==> config.mk <==
export PLATFORM = sky130hd
export DESIGN_NAME = cic_decim_norm_fifo
export DESIGN_NICKNAME = d
export VERILOG_FILES = /design/src/rtl/cic_decim_norm_fifo.sv
export SDC_FILE = /design/constraint.sdc
export NUM_CORES = 1
export LEC_CHECK = 0
export CORE_MARGIN = 8
export CORE_UTILIZATION = 61
export CTS_CLUSTER_DIAMETER = 30
export DETAILED_ROUTE_END_ITERATION = 8
export PLACE_DENSITY = 0.87
export SYNTH_ARGS = -nofsm -noshare
export SYNTH_HDL_FRONTEND = slang
export SYNTH_SLANG_ARGS = --single-unit
==> constraint.sdc <==
create_clock -name clk -period 6 [get_ports clk]
set_input_delay 1.5 -clock clk [delete_from_list [all_inputs] [get_ports clk]]
set_output_delay 1.5 -clock clk [all_outputs]
set_load 0.05 [all_outputs]
==> src/rtl/cic_decim_norm_fifo.sv <==
// Removes the 2^SHIFT CIC gain (round-half-up), narrows to width_W bits and buffers in a DEPTH-entry FIFO.
// Build option CIC_NORM_SAT_EN: saturate out-of-range results and drive sat_flag; otherwise results wrap.
module cic_decim_norm_fifo #(
    parameter int width_H = 5,
    parameter int width_W = 20,
    parameter int SHIFT   = 5,
    parameter int DEPTH   = 4
) (
    input  logic                       clk,
    input  logic                       rst_n,
    input  logic                       data_i_en,
    input  logic [width_H+width_W-1:0] data_i,
    input  logic                       data_o_rdy,
    output logic                       data_o_en,
    output logic [width_W-1:0]         data_o,
    output logic                       sat_flag,
    output logic [7:0]                 drop_cnt,
    output logic [$clog2(DEPTH):0]     fifo_level
);

    localparam int SUMW = width_H + width_W + 1;
`ifdef CIC_NORM_SAT_EN
    localparam int QW = SUMW - SHIFT;
`else
    localparam int QW = width_W;
`endif
    localparam int PW = $clog2(DEPTH);
    localparam logic signed [SUMW-1:0] RND = SUMW'(1) <<< (SHIFT - 1);

    logic                 r_v1;
    logic [QW-1:0]        r_q;
    logic                 r_v2;
    logic [width_W-1:0]   r_s2;
    logic [width_W-1:0]   r_mem [DEPTH];
    logic [PW-1:0]        r_wr;
    logic [PW-1:0]        r_rd;
    logic [PW:0]          r_level;
    logic [7:0]           r_drop;

    logic w_full;
    logic w_pop;
    logic w_push;
    logic w_drop;

    // The shift is folded into stage 1's register input so only the bits stage 2 needs are stored;
    // the two-edge latency to the FIFO push is unchanged.
    always_ff @(posedge clk or negedge rst_n) begin
        if (!rst_n) begin
            r_v1 <= 1'b0;
            r_q  <= '0;
        end else begin
            r_v1 <= data_i_en;
            r_q  <= QW'(($signed(SUMW'($signed(data_i))) + RND) >>> SHIFT);
        end
    end

`ifdef CIC_NORM_SAT_EN
    logic r_sat2;
    logic r_sat_flag;
    logic w_ovf;

    // Out of range whenever the bits above the output sign bit are not all copies of it.
    assign w_ovf = !((&r_q[QW-1:width_W-1]) || !(|r_q[QW-1:width_W-1]));

    always_ff @(posedge clk or negedge rst_n) begin
        if (!rst_n) begin
            r_v2       <= 1'b0;
            r_s2       <= '0;
            r_sat2     <= 1'b0;
            r_sat_flag <= 1'b0;
        end else begin
            r_v2       <= r_v1;
            r_s2       <= w_ovf ? {r_q[QW-1], {(width_W-1){~r_q[QW-1]}}} : r_q[width_W-1:0];
            r_sat2     <= w_ovf;
            r_sat_flag <= r_v2 && r_sat2;
        end
    end

    assign sat_flag = r_sat_flag;
`else
    always_ff @(posedge clk or negedge rst_n) begin
        if (!rst_n) begin
            r_v2 <= 1'b0;
            r_s2 <= '0;
        end else begin
            r_v2 <= r_v1;
            r_s2 <= r_q;
        end
    end

    assign sat_flag = 1'b0;
`endif

    // A push into a full FIFO still succeeds when the head is popped on the same edge.
    assign w_full = (r_level == (PW+1)'(DEPTH));
    assign w_pop  = (r_level != '0) && data_o_rdy;
    assign w_push = r_v2 && (!w_full || w_pop);
    assign w_drop = r_v2 && w_full && !w_pop;

    always_ff @(posedge clk or negedge rst_n) begin
        if (!rst_n) begin
            for (int unsigned i = 0; i < DEPTH; i++) begin
                r_mem[i] <= '0;
            end
        end else if (w_push) begin
            r_mem[r_wr] <= r_s2;
        end
    end

    always_ff @(posedge clk or negedge rst_n) begin
        if (!rst_n) begin
            r_wr    <= '0;
            r_rd    <= '0;
            r_level <= '0;
            r_drop  <= '0;
        end else begin
            if (w_push) begin
                r_wr <= r_wr + PW'(1);
            end
            if (w_pop) begin
                r_rd <= r_rd + PW'(1);
            end
            case ({w_push, w_pop})
                2'b10:   r_level <= r_level + 1'b1;
                2'b01:   r_level <= r_level - 1'b1;
                default: r_level <= r_level;
            endcase
            if (w_drop && (r_drop != 8'hFF)) begin
                r_drop <= r_drop + 8'd1;
            end
        end
    end

    assign data_o_en  = (r_level != '0);
    assign data_o     = r_mem[r_rd];
    assign fifo_level = r_level;
    assign drop_cnt   = r_drop;

endmodule

==> impl_metrics.env, run 1 <==
export IMPL_criticalPathCategory="reg -> out"
export IMPL_cts_tree="done"
export IMPL_fp_row_count=36
export IMPL_ys_warn_count=0
export IMPL_clk_path_buf_depth=2
export IMPL_root_buffer="clkbuf_8"
export IMPL_hp_class="reg -> reg"
export IMPL_final_area_um2=7130
export IMPL_rsz0062_at_grt="no"
export IMPL_cts_max_level=4
export IMPL_finalSetupViolCount=0
export IMPL_synth_cells=367
export IMPL_worst_r2r_setup_slack_ns=3.63
export IMPL_grtUsageTotal_pct=19.3
export IMPL_initial_core_util_pct=62.0
export IMPL_cp_arrival_ns=2.98
export IMPL_insertion_delay_ns=0.52
export IMPL_drtPass1Iterations=4
export IMPL_hold_path_depth=0
export IMPL_num_vias=3232
export IMPL_worstMarginPinSlew_ns=1.04
export IMPL_whs_ns=0.348
export IMPL_layout_commonest_cell="dfrtp_1"
export IMPL_port_buffers=56
export IMPL_clock_fmax_mhz=223
export IMPL_layout_nets=467
export IMPL_hold_end="r_s2[16]"
export IMPL_clock_skew_ns=0.00982
export IMPL_final_setup_tns_ns=0
export IMPL_dieArea_um2=13200
export IMPL_ys_types=36
export IMPL_critPathCaptureType="output port"
export IMPL_syn_to_final_growth_pct=19.2
export IMPL_period_needed_ns=4.48
export IMPL_fillers=587
export IMPL_wirelength_mm=11.5
export IMPL_r2r_start="fifo_level[0]"
export IMPL_cp_max_fo=12
export IMPL_num_antenna_cells=0
export IMPL_cts_sinks=137
export IMPL_cts_buffers=17
export IMPL_layout_common_cells="dfrtp_1 (137), clkdlybuf4s50_1 (55), mux2_4 (50)"
export IMPL_finalHoldViolCount=0
export IMPL_p_leak_nw=3.22
export IMPL_worstRegToRegCells=9
export IMPL_io_pins=62
export IMPL_cts_setup_buffers=0
export IMPL_grt_first_pass_wirelength_mm=19.3
export IMPL_ys_seq_area_share_pct=57.3
export IMPL_power_density_nw_per_um2=636
export IMPL_worstSetupStartpointType="flop"
export IMPL_core_um2=9640
export IMPL_die_y_um=115
export IMPL_grt_max_degree=71
export IMPL_drive_gt1_share_pct=31.5
export IMPL_final_period_utilization_pct=74.6
export IMPL_status="finished clean"
export IMPL_drv_slew=0
export IMPL_place_congestion=0.748
export IMPL_dpl_cell_area_um2=6520
export IMPL_drc_errors=0
export IMPL_slew_headroom_pct=30.5
export IMPL_hp_start="r_q[16]"
export IMPL_hold_buffers=0
export IMPL_die_w_um=115
export IMPL_syn_nets=404
export IMPL_clk_pin_slew_ns=0.06
export IMPL_avgRoutedWirePerCell_um=20.0
export IMPL_overflow=0
export IMPL_avgSynthCellArea_um2=16.3
export IMPL_synth_seq_cells=137
export IMPL_drtIter0Drc=168
export IMPL_cts_resized=0
export IMPL_final_antenna_net_count=0
export IMPL_vias_per_cell=5.63
export IMPL_r2r_end="fifo_level[2]"
export IMPL_grt_pass1_vias=3719
export IMPL_antenna_found_initial=0
export IMPL_ir_worst_vdd_mv=0.370
export IMPL_power_w=0.00453
export IMPL_dpl_hpwl_mm=7.29
export IMPL_synth_area_um2=5980
export IMPL_cap_violations=0
export IMPL_cp_required_ns=4.50
==> stage by stage <==
step	utilization, %	std cells	setup WS, ns
2_1_floorplan	-	367	2.84
3_3_place_gp	67.7	544	2.01
3_5_place_dp	67.7	544	2.00
4_1_cts	73.9	574	1.44
5_1_grt	73.9	574	1.36
6_report	73.9	574	1.52
==> report_power, final <==
part / leakage [nW] / internal (W) / switching, W
Sequential: 1.62 / 0.00126 / 0.000259
Clock: 0.292 / 0.000680 / 0.000389
Combinational: 1.30 / 0.000944 / 0.00100
==> cells by family (layout without fill, tap and decap cells) <==
kind of cell    count (synthesis)  after routing  share of synthesized area [%]
flops                         137            137                           57.3
mux                           104            104                           26.5
simple gates                   62             62                           5.96
xor+xnor                       28             28                           4.10
buf+inv                        23             97                           3.85
fa+ha+maj                       8              8                           1.80
compound gates                  4              4                          0.418
other cells                     1              1                         0.0627
==> layout make-up <==
class | instances | area (um^2) | area share, %
multi-input cells | 207 | 2320 | 32.6
clock inverters | 12 | 176 | 2.48
clock buffers | 18 | 428 | 6.00
inverters | 9 | 33.8 | 0.474
repair buffers | 58 | 573 | 8.04
flip-flops and latches | 137 | 3430 | 48.1
well taps | 133 | 166 | 2.33
==> worst max-delay path by stage <==
stage / startpoint / to / slack, ns
final: r_rd[0] / data_o[10] / 1.52
after global routing: r_rd[0] / data_o[10] / 1.36
after CTS: r_rd[0] / data_o[10] / 1.44
after detailed placement: r_rd[0] / data_o[10] / 2.00
after global placement: r_rd[0] / data_o[10] / 2.01
after floorplan: data_o_rdy / fifo_level[2] / 2.84
==> synth_stat cells (all sizes together) <==
library cell / n / area, um^2
nand2b: 1 / 6.26
clkbuf: 2 / 7.51
nand2: 17 / 93.8
and2: 2 / 12.5
nor3: 5 / 25.0
fa: 1 / 20.0
dfrtp: 137 / 3430
and3: 2 / 12.5
ha: 7 / 87.6
a21oi: 1 / 5.00
nor2b: 2 / 15.0
a31oi: 1 / 6.26
mux2: 83 / 1120
xnor2: 17 / 149
xor2: 11 / 96.3
nand3: 14 / 70.1
or3: 1 / 6.26
nor4: 4 / 25.0
nand4: 5 / 31.3
a41oi: 1 / 8.76
conb: 1 / 3.75
mux4: 20 / 450
inv: 9 / 33.8
nor4b: 1 / 23.8
buf: 12 / 189
o21ai: 1 / 5.00
mux2i: 1 / 10.0
and4: 1 / 8.76
nor2: 7 / 26.3
==> flip-flops by register name, summed over array words and instances, names as in the netlist <==
name and cells:
r_v1 1, r_q 20, drop_cnt 8, r_rd 2
r_s2 20, r_v2 1, fifo_level 3, r_mem 80
r_wr 2
==> per-layer routing <==
| metal | up-vias | GRT usage [%] | wire, um |
|---|---|---|---|
| li1 | 1434 | - | - |
| met1 | 1698 | 23.0 | 4940 |
| met2 | 84 | 31.8 | 5760 |
| met3 | 16 | 6.46 | 571 |
| met4 | 0 | 7.18 | 190 |
| met5 | - | 0 | 0 |
==> critical path, stage by stage, from the launching register on <==
cell and delay (ns):
dfrtp_1 0.77, buf_4 0.39, mux4_2 0.57, clkdlybuf4s50_1 0.72
(Power assumes the default switching activity.)
==> inputs of run 2 (changes only) <==
--- a/config.mk
+++ b/config.mk
@@ -6,10 +6,10 @@
 export NUM_CORES = 1
 export LEC_CHECK = 0
 export CORE_MARGIN = 8
-export CORE_UTILIZATION = 61
+export CORE_UTILIZATION = 57
 export CTS_CLUSTER_DIAMETER = 30
 export DETAILED_ROUTE_END_ITERATION = 8
-export PLACE_DENSITY = 0.87
+export PLACE_DENSITY = 0.82
 export SYNTH_ARGS = -nofsm -noshare
 export SYNTH_HDL_FRONTEND = slang
 export SYNTH_SLANG_ARGS = --single-unit
==> constraint.sdc (replaced) <==
create_clock -name clk -period 4.4 [get_ports clk]
set_input_delay 1.1 -clock clk [delete_from_list [all_inputs] [get_ports clk]]
set_output_delay 1.1 -clock clk [all_outputs]
set_load 0.05 [all_outputs]
==> run 2 against run 1 <==
Effect of this change: count of clock-buffer cells in the layout grew 4; final cell count up 1.4%; combinational power is 39% higher; critical path type unchanged; clock power increased by 51%.
==> impl_metrics.env, run 2 (same netlist as run 1, synthesis figures left out) <==
export IMPL_grtUsageTotal_pct=17.7
export IMPL_hp_class="reg -> reg"
export IMPL_crit_cells=3
export IMPL_syn_to_final_growth_pct=21.0
export IMPL_dpl_hpwl_mm=7.22
export IMPL_cts_setup_buffers=0
export IMPL_num_vias=3183
export IMPL_worstRegToRegCells=9
export IMPL_slowest_delay_ns=0.72
export IMPL_grt_first_pass_wirelength_mm=19.4
export IMPL_antenna_found_initial=0
export IMPL_initial_core_util_pct=58.2
export IMPL_p_leak_nw=3.27
export IMPL_clk_pin_slew_ns=0.06
export IMPL_clock_skew_ns=0.0128
export IMPL_status="finished clean"
export IMPL_worstSetupEndpoint="data_o[0]"
export IMPL_criticalPathCategory="reg -> out"
export IMPL_final_setup_tns_ns=0
export IMPL_fillers=665
export IMPL_drive_gt1_share_pct=31.8
export IMPL_io_pins=62
export IMPL_hold_buffers=0
export IMPL_num_antenna_cells=0
export IMPL_r2r_end="fifo_level[2]"
export IMPL_layout_commonest_cell="dfrtp_1"
export IMPL_hp_start="r_q[4]"
export IMPL_cp_cell_sequence="buf_12 > mux4_2 > clkdlybuf4s50_1"
export IMPL_worstMarginPinSlew_ns=0.876
export IMPL_drv_slew=0
export IMPL_top_regs="r_mem (80), r_q (20), r_s2 (20)"
export IMPL_worstSetupStartpointType="flop"
export IMPL_fp_row_count=37
export IMPL_layout_common_cells="dfrtp_1 (137), clkdlybuf4s50_1 (55), mux2_4 (50)"
export IMPL_finalHoldViolCount=0
export IMPL_clk_path_buf_depth=2
export IMPL_cts_buffers=17
export IMPL_slew_headroom_pct=41.6
export IMPL_drtPass1Iterations=4
export IMPL_path_buf_inv=2
export IMPL_port_buffers=56
export IMPL_finalSetupViolCount=0
export IMPL_cts_max_level=4
export IMPL_die_y_um=118
export IMPL_crit_slowest_cell="clkdlybuf4s50_1"
export IMPL_worst_r2r_setup_slack_ns=2.01
export IMPL_insertion_delay_ns=0.52
export IMPL_die_w_um=118
export IMPL_power_w=0.00635
export IMPL_layout_nets=470
export IMPL_final_period_utilization_pct=85.6
export IMPL_clock_fmax_mhz=265
export IMPL_multi_input_area_um2=2320
export IMPL_cts_resized=0
export IMPL_root_buffer="clkbuf_8"
export IMPL_regArea_um2=3430
export IMPL_place_congestion=0.809
export IMPL_worstSetupStartpoint="r_rd[0]"
export IMPL_cp_arrival_ns=2.67
export IMPL_overflow=0
export IMPL_fin_cells=582
export IMPL_avgRoutedWirePerCell_um=20.0
export IMPL_r2r_start="fifo_level[0]"
export IMPL_largest_reg_flops=80
export IMPL_final_antenna_net_count=0
export IMPL_dieArea_um2=14000
export IMPL_grt_pass1_vias=3655
export IMPL_cp_required_ns=3.30
export IMPL_ir_worst_vdd_mv=0.481
export IMPL_cts_tree="done"
export IMPL_max_flop_register="r_mem"
export IMPL_cp_max_fo=17
export IMPL_cap_violations=0
export IMPL_wirelength_mm=11.7
export IMPL_path_delay_family="buffers and inverters"
export IMPL_rsz0062_at_grt="no"
export IMPL_critPathCaptureType="output port"
export IMPL_vias_per_cell=5.47
export IMPL_core_um2=10300
export IMPL_post_place_cells=550
export IMPL_power_density_nw_per_um2=878
export IMPL_drtIter0Drc=125
export IMPL_period_needed_ns=3.77
export IMPL_grt_max_degree=71
export IMPL_cts_sinks=137
export IMPL_drc_errors=0
-- run 2: report_power, final --
part / internal (W) / switching (W) / leakage [nW] / total (W)
Combinational: 0.00130 / 0.00142 / 1.32 / 0.00272
Sequential: 0.00172 / 0.000297 / 1.62 / 0.00201
Clock: 0.00108 / 0.000532 / 0.322 / 0.00162
Total: 0.00410 / 0.00225 / 3.27 / 0.00635
-- run 2: worst min-delay path by stage --
stage,endpoint,slack (ns),cells past startpoint
6_report,r_s2[4],0.34,0
5_1_grt,r_s2[4],0.35,0
4_1_cts,r_s2[4],0.34,0
3_5_place_dp,r_s2[1],0.33,0
3_3_place_gp,r_s2[13],0.33,0
2_1_floorplan,r_s2[0],0.33,0
-- run 2: area by class of cell --
type	count	area share [%]
Clock inverter	10	2.94
Clock buffer	22	6.40
Multi-Input combinational cell	207	32.1
Tap cell	136	2.35
Inverter	9	0.467
Timing Repair Buffer	61	8.40
Sequential cell	137	47.4
-- run 2: worst register-to-register path, stage by stage, from the launching register on --
cell     delay [ns]
dfrtp_1        0.44
nor4b_4        0.46
nor2b_2        0.23
inv_1          0.11
ha_1           0.19
inv_1          0.07
fa_1           0.40
xor2_1         0.16
nor2_1         0.11
xor2_1         0.15
-- run 2: routing by layer --
metal | track usage (%) | share of wire [%] | wire, um | up-vias
met4 | 7.98 | 2.1 | 250 | 0
met2 | 28.9 | 49 | 5740 | 77
met1 | 21.1 | 44 | 5090 | 1644
met5 | 0 | 0 | 0 | -
li1 | - | - | - | 1438
met3 | 5.71 | 4.9 | 574 | 24
-- run 2: stage by stage --
stage	hold WS, ns	worst slack (ns)	area, um^2	util (%)
6_report	0.340	0.633	7240	70.4
5_1_grt	0.353	0.513	7240	70.4
4_1_cts	0.340	0.569	7240	70.4
3_5_place_dp	0.335	0.912	6560	63.8
3_3_place_gp	0.332	1.02	6560	63.8
2_1_floorplan	0.331	1.64	5980	-
